$ cat config.mk
export PLATFORM = sky130hd
export DESIGN_NAME = dpram_ctrl
export DESIGN_NICKNAME = d
export VERILOG_FILES = /design/src/rtl/dpram_ctrl.sv
export SDC_FILE = /design/constraint.sdc
export NUM_CORES = 1
export LEC_CHECK = 0
export CORE_AREA = 2 2 107 109
export CTS_BUF_LIST = sky130_fd_sc_hd__clkbuf_8
export DETAILED_ROUTE_END_ITERATION = 7
export DIE_AREA = 0 0 109 111
export GPL_TIMING_DRIVEN = 0
export MAX_ROUTING_LAYER = met4
export PLACE_DENSITY_LB_ADDON = 0.12
export SKIP_LAST_GASP = 1
export SLEW_MARGIN = 10
export SYNTH_ARGS = -nofsm -noshare
export SYNTH_HDL_FRONTEND = slang
export SYNTH_SLANG_ARGS = --single-unit
$ cat constraint.sdc
create_clock -name clock -period 2.2 [get_ports clock]
set_input_delay 0.44 -clock clock [delete_from_list [all_inputs] [get_ports clock]]
set_output_delay 0.44 -clock clock [all_outputs]
set_load 0.005 [all_outputs]
$ cat src/rtl/dpram_ctrl.sv
`default_nettype none
// ============================================================================
//  Module   : dpram_ctrl
//  Purpose  : Single-clock true-dual-port RAM front end. Sits between user
//             logic and an external RAM macro and adds:
//               - a post-reset clear sweep writing InitValue to every word,
//               - per-port read-valid strobes matched to the macro latency,
//               - write/write collision arbitration (port A wins),
//               - optional write-first forwarding across ports.
//  Options  : DPRAM_BYPASS_EN - when defined, a read on one port and a write
//             on the other port to the same in-range address in the same
//             cycle returns the newly written word.
//  Ports    : clock, aclr (sync, active high)
//             address_x, data_x, rden_x, wren_x  - user requests (x = a, b)
//             q_x, qvalid_x                      - read data + 1-cycle strobe
//             ready                              - clear sweep finished
//             collision                          - write/write arbitrated
//             clk, ena/wea/addra/dina, douta     - macro port A
//             enb/web/addrb/dinb, doutb          - macro port B
//  Revision : 1.0 - initial release
// ============================================================================
module dpram_ctrl #(
    parameter int                   DataWidth    = 32,
    parameter int                   DataDepth    = 4,
    parameter int                   RAMAddWidth  = 2,
    parameter int                   MacroLatency = 1,
    parameter logic [DataWidth-1:0] InitValue    = '0
) (
    input  logic                   clock,
    input  logic                   aclr,
    // user port A
    input  logic [RAMAddWidth-1:0] address_a,
    input  logic [DataWidth-1:0]   data_a,
    input  logic                   rden_a,
    input  logic                   wren_a,
    output logic [DataWidth-1:0]   q_a,
    output logic                   qvalid_a,
    // user port B
    input  logic [RAMAddWidth-1:0] address_b,
    input  logic [DataWidth-1:0]   data_b,
    input  logic                   rden_b,
    input  logic                   wren_b,
    output logic [DataWidth-1:0]   q_b,
    output logic                   qvalid_b,
    // status
    output logic                   ready,
    output logic                   collision,
    // macro interface
    output logic                   clk,
    output logic                   ena,
    output logic                   wea,
    output logic [RAMAddWidth-1:0] addra,
    output logic [DataWidth-1:0]   dina,
    input  logic [DataWidth-1:0]   douta,
    output logic                   enb,
    output logic                   web,
    output logic [RAMAddWidth-1:0] addrb,
    output logic [DataWidth-1:0]   dinb,
    input  logic [DataWidth-1:0]   doutb
);

    // Depth held one bit wider than the address so that DataDepth equal to
    // 2^RAMAddWidth is representable and the range compare never wraps.
    localparam logic [RAMAddWidth:0] c_depth = (RAMAddWidth + 1)'(DataDepth);

    typedef enum logic [0:0] {
        ST_CLEAR = 1'b0,
        ST_READY = 1'b1
    } state_t;

    state_t                 r_state;
    state_t                 w_state_next;
    logic [RAMAddWidth:0]   r_sweep_cnt;
    logic                   w_sweep_active;
    logic                   w_ready;

    logic                   w_inrange_a;
    logic                   w_inrange_b;
    logic                   w_en_a;
    logic                   w_en_b;
    logic                   w_wr_a;
    logic                   w_wr_b_req;
    logic                   w_wr_b;
    logic                   w_rd_a;
    logic                   w_rd_b;
    logic                   w_collide;
    logic                   r_collision;

    logic                   r_rd_pipe_a [MacroLatency];
    logic                   r_rd_pipe_b [MacroLatency];
    logic [DataWidth-1:0]   w_load_a;
    logic [DataWidth-1:0]   w_load_b;
    logic [DataWidth-1:0]   r_q_a;
    logic [DataWidth-1:0]   r_q_b;
    logic                   r_qvalid_a;
    logic                   r_qvalid_b;

    assign clk = clock;

    // ------------------------------------------------------------------
    // Request decode
    // ------------------------------------------------------------------
    assign w_ready     = (r_state == ST_READY);
    assign w_inrange_a = ({1'b0, address_a} < c_depth);
    assign w_inrange_b = ({1'b0, address_b} < c_depth);

    assign w_en_a      = w_ready & (rden_a | wren_a) & w_inrange_a;
    assign w_en_b      = w_ready & (rden_b | wren_b) & w_inrange_b;

    // A write on the same port swallows a simultaneous read.
    assign w_wr_a      = w_ready & wren_a & w_inrange_a;
    assign w_wr_b_req  = w_ready & wren_b & w_inrange_b;
    assign w_rd_a      = w_ready & rden_a & ~wren_a & w_inrange_a;
    assign w_rd_b      = w_ready & rden_b & ~wren_b & w_inrange_b;

    // Port A owns a contested address; port B's write is dropped.
    assign w_collide   = w_wr_a & w_wr_b_req & (address_a == address_b);
    assign w_wr_b      = w_wr_b_req & ~w_collide;

    // The sweep stays in CLEAR for one idle cycle after the last word so
    // that ready rises exactly DataDepth edges after reset release.
    assign w_sweep_active = (r_sweep_cnt != c_depth);

    // ------------------------------------------------------------------
    // FSM: state register
    // ------------------------------------------------------------------
    always_ff @(posedge clock) begin
        if (aclr) begin
            r_state     <= ST_CLEAR;
            r_sweep_cnt <= '0;
        end else begin
            r_state <= w_state_next;
            if (r_state == ST_CLEAR && w_sweep_active) begin
                r_sweep_cnt <= r_sweep_cnt + 1'b1;
            end
        end
    end

    // ------------------------------------------------------------------
    // FSM: next state and macro drive
    // ------------------------------------------------------------------
    always_comb begin
        w_state_next = r_state;
        ena          = 1'b0;
        wea          = 1'b0;
        addra        = address_a;
        dina         = data_a;
        enb          = 1'b0;
        web          = 1'b0;
        addrb        = address_b;
        dinb         = data_b;
        case (r_state)
            ST_CLEAR: begin
                ena   = w_sweep_active;
                wea   = w_sweep_active;
                addra = r_sweep_cnt[RAMAddWidth-1:0];
                dina  = InitValue;
                if (!w_sweep_active) begin
                    w_state_next = ST_READY;
                end
            end
            ST_READY: begin
                ena = w_en_a;
                wea = w_wr_a;
                enb = w_en_b;
                web = w_wr_b;
            end
            default: begin
                w_state_next = ST_CLEAR;
            end
        endcase
    end

    // ------------------------------------------------------------------
    // Read-accepted pipelines, one stage per clock of macro latency
    // ------------------------------------------------------------------
    always_ff @(posedge clock) begin
        if (aclr) begin
            for (int i = 0; i < MacroLatency; i++) begin
                r_rd_pipe_a[i] <= 1'b0;
                r_rd_pipe_b[i] <= 1'b0;
            end
        end else begin
            r_rd_pipe_a[0] <= w_rd_a;
            r_rd_pipe_b[0] <= w_rd_b;
            for (int i = 1; i < MacroLatency; i++) begin
                r_rd_pipe_a[i] <= r_rd_pipe_a[i-1];
                r_rd_pipe_b[i] <= r_rd_pipe_b[i-1];
            end
        end
    end

`ifdef DPRAM_BYPASS_EN
    // ------------------------------------------------------------------
    // Cross-port write-first forwarding: the opposite port's write data
    // travels beside the read flag and replaces the macro output.
    // ------------------------------------------------------------------
    logic                 w_fwd_a;
    logic                 w_fwd_b;
    logic                 r_fwd_pipe_a [MacroLatency];
    logic                 r_fwd_pipe_b [MacroLatency];
    logic [DataWidth-1:0] r_fwd_data_a [MacroLatency];
    logic [DataWidth-1:0] r_fwd_data_b [MacroLatency];

    assign w_fwd_a = w_rd_a & w_wr_b & (address_a == address_b);
    assign w_fwd_b = w_rd_b & w_wr_a & (address_a == address_b);

    always_ff @(posedge clock) begin
        if (aclr) begin
            for (int i = 0; i < MacroLatency; i++) begin
                r_fwd_pipe_a[i] <= 1'b0;
                r_fwd_pipe_b[i] <= 1'b0;
                r_fwd_data_a[i] <= '0;
                r_fwd_data_b[i] <= '0;
            end
        end else begin
            r_fwd_pipe_a[0] <= w_fwd_a;
            r_fwd_pipe_b[0] <= w_fwd_b;
            r_fwd_data_a[0] <= data_b;
            r_fwd_data_b[0] <= data_a;
            for (int i = 1; i < MacroLatency; i++) begin
                r_fwd_pipe_a[i] <= r_fwd_pipe_a[i-1];
                r_fwd_pipe_b[i] <= r_fwd_pipe_b[i-1];
                r_fwd_data_a[i] <= r_fwd_data_a[i-1];
                r_fwd_data_b[i] <= r_fwd_data_b[i-1];
            end
        end
    end

    assign w_load_a = r_fwd_pipe_a[MacroLatency-1] ? r_fwd_data_a[MacroLatency-1] : douta;
    assign w_load_b = r_fwd_pipe_b[MacroLatency-1] ? r_fwd_data_b[MacroLatency-1] : doutb;
`else
    assign w_load_a = douta;
    assign w_load_b = doutb;
`endif

    // ------------------------------------------------------------------
    // Output registers: load only on the strobe, otherwise hold.
    // ------------------------------------------------------------------
    always_ff @(posedge clock) begin
        if (aclr) begin
            r_q_a       <= '0;
            r_q_b       <= '0;
            r_qvalid_a  <= 1'b0;
            r_qvalid_b  <= 1'b0;
            r_collision <= 1'b0;
        end else begin
            r_qvalid_a  <= r_rd_pipe_a[MacroLatency-1];
            r_qvalid_b  <= r_rd_pipe_b[MacroLatency-1];
            r_collision <= w_collide;
            if (r_rd_pipe_a[MacroLatency-1]) begin
                r_q_a <= w_load_a;
            end
            if (r_rd_pipe_b[MacroLatency-1]) begin
                r_q_b <= w_load_b;
            end
        end
    end

    assign q_a       = r_q_a;
    assign q_b       = r_q_b;
    assign qvalid_a  = r_qvalid_a;
    assign qvalid_b  = r_qvalid_b;
    assign collision = r_collision;
    assign ready     = w_ready;

endmodule
`default_nettype wire

After elaboration in Yosys (flattened, before gate mapping)
Memory sizes are Yosys's and may differ from the RTL's.
Cells that the tools add are included.
W data, S select, Z words.

storage, ports and cells
  flip-flop bits (word level) = 71
  bits in writable memories = 2
  bits of input ports = 138
  memories kept = 2

memories
  name         depth  bits a word  rd ports  clocked after memory_dff  write ports  line  source
  r_rd_pipe_a  1      1            1         0                         1            89    logic r_rd_pipe_a [MacroLatency];
  r_rd_pipe_b  1      1            1         0                         1            90    logic r_rd_pipe_b [MacroLatency];

cells by class
  add/sub/neg operators = 1
  equal/unequal tests = 2
  muxes and demuxes = 15
  bitwise logic cells = 17
  reductions and logical operators = 3

operators by type and width
  kind                   count
  $mux W32               1
  $and A1 B1 Y1          11
  $mux W1                11
  $not A1 Y1             4
  $pmux W1 S2            2
  $add A3 B1 Y3 const B  1
  $ne A3 B3 Y1 const B   1
  $eq A2 B2 Y1           1
  $mux W2                1
  $or A1 B1 Y1           2
  $reduce_or A1 Y1       2
  $logic_and A1 B1 Y1    1

Depth between registers and ports, before layout
  word-level depth = 6
  mapped depth = 5
  gate-level depth less buffers = 5

==> run metrics <==
met3 WL=~950 um; largest cells by area after synthesis=dfxtp_1 (46%), mux2i_1 (21%), buf_4 (11%); # setup viols final=0; CTS tree=yes; Die Footprint=12100 um2; CP Cell Sequence=clkbuf_8 > clkbuf_8 > buf_4 > dlygate4sd2_1; outcome=completed; FFs w/ async S/R, synth=0%; wire length on met1=3630 um; Detailed Route Iter0 Violations=62; Max Cap Viol=0; Final Non-Filler Cells=between 700 and 800; Worst Path Buf+Inv=4; delay-heaviest family, CP=buffers and inverters; Int Pwr=roughly 2.5 mW; pwr dens=roughly 540 nW/um2; Pleak=between 2 and 2.5 nW; setup_tns=0 ns; CTS clk-pin slew, worst paths=roughly 0.070 ns; cts hold-fix bufs=0; Final HPWL DP=between 8000 and 9000 um; Nets=approximately 720; average wire per standard cell=14.0 um; Crit. End Element=output port; Hold Path Class=in2reg; drt total wl=between 10000 and 15000 um; Die Span Y=around 110 um; layout cells sized above 1=between 10% and 20%; Worst path slowest cell=dlygate4sd2_1; Clock power frac=roughly 36%; Post-synth EDFFs=0; prevailing post-synth register cell=dfxtp_1; Max rail drop VDD=0.000308 V; Slew Limit Fails=0; largest area contributor in the netlist=dfxtp_1; Starting Density=28.4%; Ports=approximately 280; CP Data Arrival Time=approximately 1.7 ns; Net Sw Frac=between 20% and 30%; clock insertion delay at the later pin of the skew report=between 0.4 and 0.5 ns; Worst Path Required=between 1.5 and 2 ns; CP max stage delay=0.25 ns; ANT nets after route=0; Setup crit start kind=clock port; Syn Area/Cell=approximately 10 um2; Die Width=109 um; core box area=roughly 11000 um2; Max FO, Critical Path=2; RSZ-0062 raised after global routing=false; Via density=4.18; Port Buf Inserts=245; global route total overflow=0; GPL Wtd Cong=between 0.7 and 0.8; first-pass GRT wire length=roughly 15000 um; logic gate share of total power=21.9%; WL met2=5520 um; most used cell, CP=clkbuf_8; ant diodes=0; DRC viols=0; Placed Cells=about 700; Area growth syn-to-layout=91.9%; post-synth top area share=46.5%; flops & latches, synth=between 70 and 80; Seq/Total Area, Yosys=between 40% and 50%; Initial DRT Pass Iterations=4; syn nets=462; Total Power=about 3.3 mW; Max-slew headroom=around two thirds; Tot GR Track Use=roughly 17%; Mapped Cells=~320; crit path kind=clk2out; total number of vias=a little over 3000; switching power=0.776 mW; Mapped Area=3140 um2; initial antenna violation count=0; Yosys cell types=23; YS warnings=0; worst slew pin tran=around 0.48 ns; share of total power in sequential cells=a little over two fifths; row count=39; largest net degree at the start of global routing=12; Hold Fails Final Rpt=0; vias in the first global route=approximately 3000; clk_skew=~0.013 ns; max layer used=met4
-- synth_stat cells (2+ instances only) --
cell	number
buf_2	5
and2_1	32
clkbuf_1	6
mux2i_1	65
nor4b_2	2
xnor2_1	3
nand2_1	5
dfxtp_1	73
o21ai_0	2
a21oi_1	2
buf_4	44
nor2_1	69
inv_1	2
nor2b_1	2
ha_1	2
-- sequential cells by signal, indices dropped and copies added, names as in the netlist --
name / count
qvalid_a: 1
ready: 1
r_rd_pipe_b: 1
q_a: 32
r_sweep_cnt: 3
qvalid_b: 1
r_rd_pipe_a: 1
q_b: 32
collision: 1
-- placed cells by master, fill, tap and decap left out, types with 2 or more instances in the layout --
cell type	instances
nor4b_2	2
clkbuf_1	4
clkdlybuf4s50_1	238
buf_2	4
inv_1	5
o21ai_0	2
ha_1	2
xnor2_1	3
clkbuf_8	12
dlygate4sd2_1	3
clkbuf_4	3
mux2i_1	65
buf_4	45
dlymetal6s2s_1	4
nor2b_1	2
a21oi_1	2
and2_1	32
dfxtp_1	71
nor2_1	69
nand2_1	5
-- power groups by stage --
stage          logic, mW  registers (mW)  clock network [mW]
2_1_floorplan      0.257            1.41              0.0295
3_3_place_gp       0.715            1.41              0.0635
3_5_place_dp       0.725            1.41              0.0635
4_1_cts            0.736            1.38                1.22
5_1_grt            0.782            1.39                1.28
6_report           0.718            1.38                1.18
-- worst reg2reg max path: cells and delay by family (launching register included) --
kind,cells,cell delay (ns)
flip-flops,1,0.35
AO/OA/AOI/OAI,1,0.33
multiplexers,1,0.24
adder cells (fa/ha/maj),1,0.23
buffers and inverters,1,0.06
AND/OR/NAND/NOR,1,0.05
-- cells by family after synthesis --
| family | count (synthesis) | synth area share [%] |
|---|---|---|
| fa+ha+maj | 2 | 0.796 |
| xor+xnor | 3 | 0.836 |
| buf+inv | 58 | 12.4 |
| compound gates | 7 | 1.35 |
| mux | 65 | 20.7 |
| flops | 73 | 46.5 |
| simple gates | 114 | 17.5 |
-- final cells by class --
class	count	area [um2]
clock inverter	6	53.8
timing repair buffer	246	2460
multi-input combinational	191	1290
clock buffer	13	174
tap	143	179
sequential	73	1470
buffer	55	392
fill	986	5040
inverter	3	11.3
-- repair_timing --
action,4_1_cts,5_1_grt
pin swaps,0,0
setup endpoints to repair,39,7
buffers inserted,2,0
endpoints found under the hold margin,0,0
gates resized for setup,10,7
cloned,0,0
-- metrics by stage --
stage / setup slack (ns) / utilization, % / cell area [um2] / hold WS (ns)
after floorplan: 0.549 / - / 3140 / 0.485
after global placement: 0.0245 / 52.1 / 5780 / 0.472
after detailed placement: 0.00788 / 52.1 / 5780 / 0.480
after CTS: -0.00433 / 54.3 / 6020 / 0.323
after global routing: 0.00672 / 54.5 / 6030 / 0.347
final: 0.0701 / 54.5 / 6030 / 0.328
-- layer usage --
layer / vias up / GRT usage [%]
li1: 1528 / -
met5: - / -
met4: 0 / 7.18
met3: 15 / 4.70
met1: 1362 / 16.6
met2: 148 / 31.3
-- final timing paths --
path	startpoint	to	slack, ns	depth (start not counted)
worst max register to register	r_sweep_cnt[0]	r_sweep_cnt[1]	0.83	5
worst min register to register	q_a[2]	q_a[2]	0.49	2
worst min-delay path	aclr	qvalid_b	0.33	2
worst max-delay path	clock	clk	0.07	4
(Power assumes the default switching activity.)
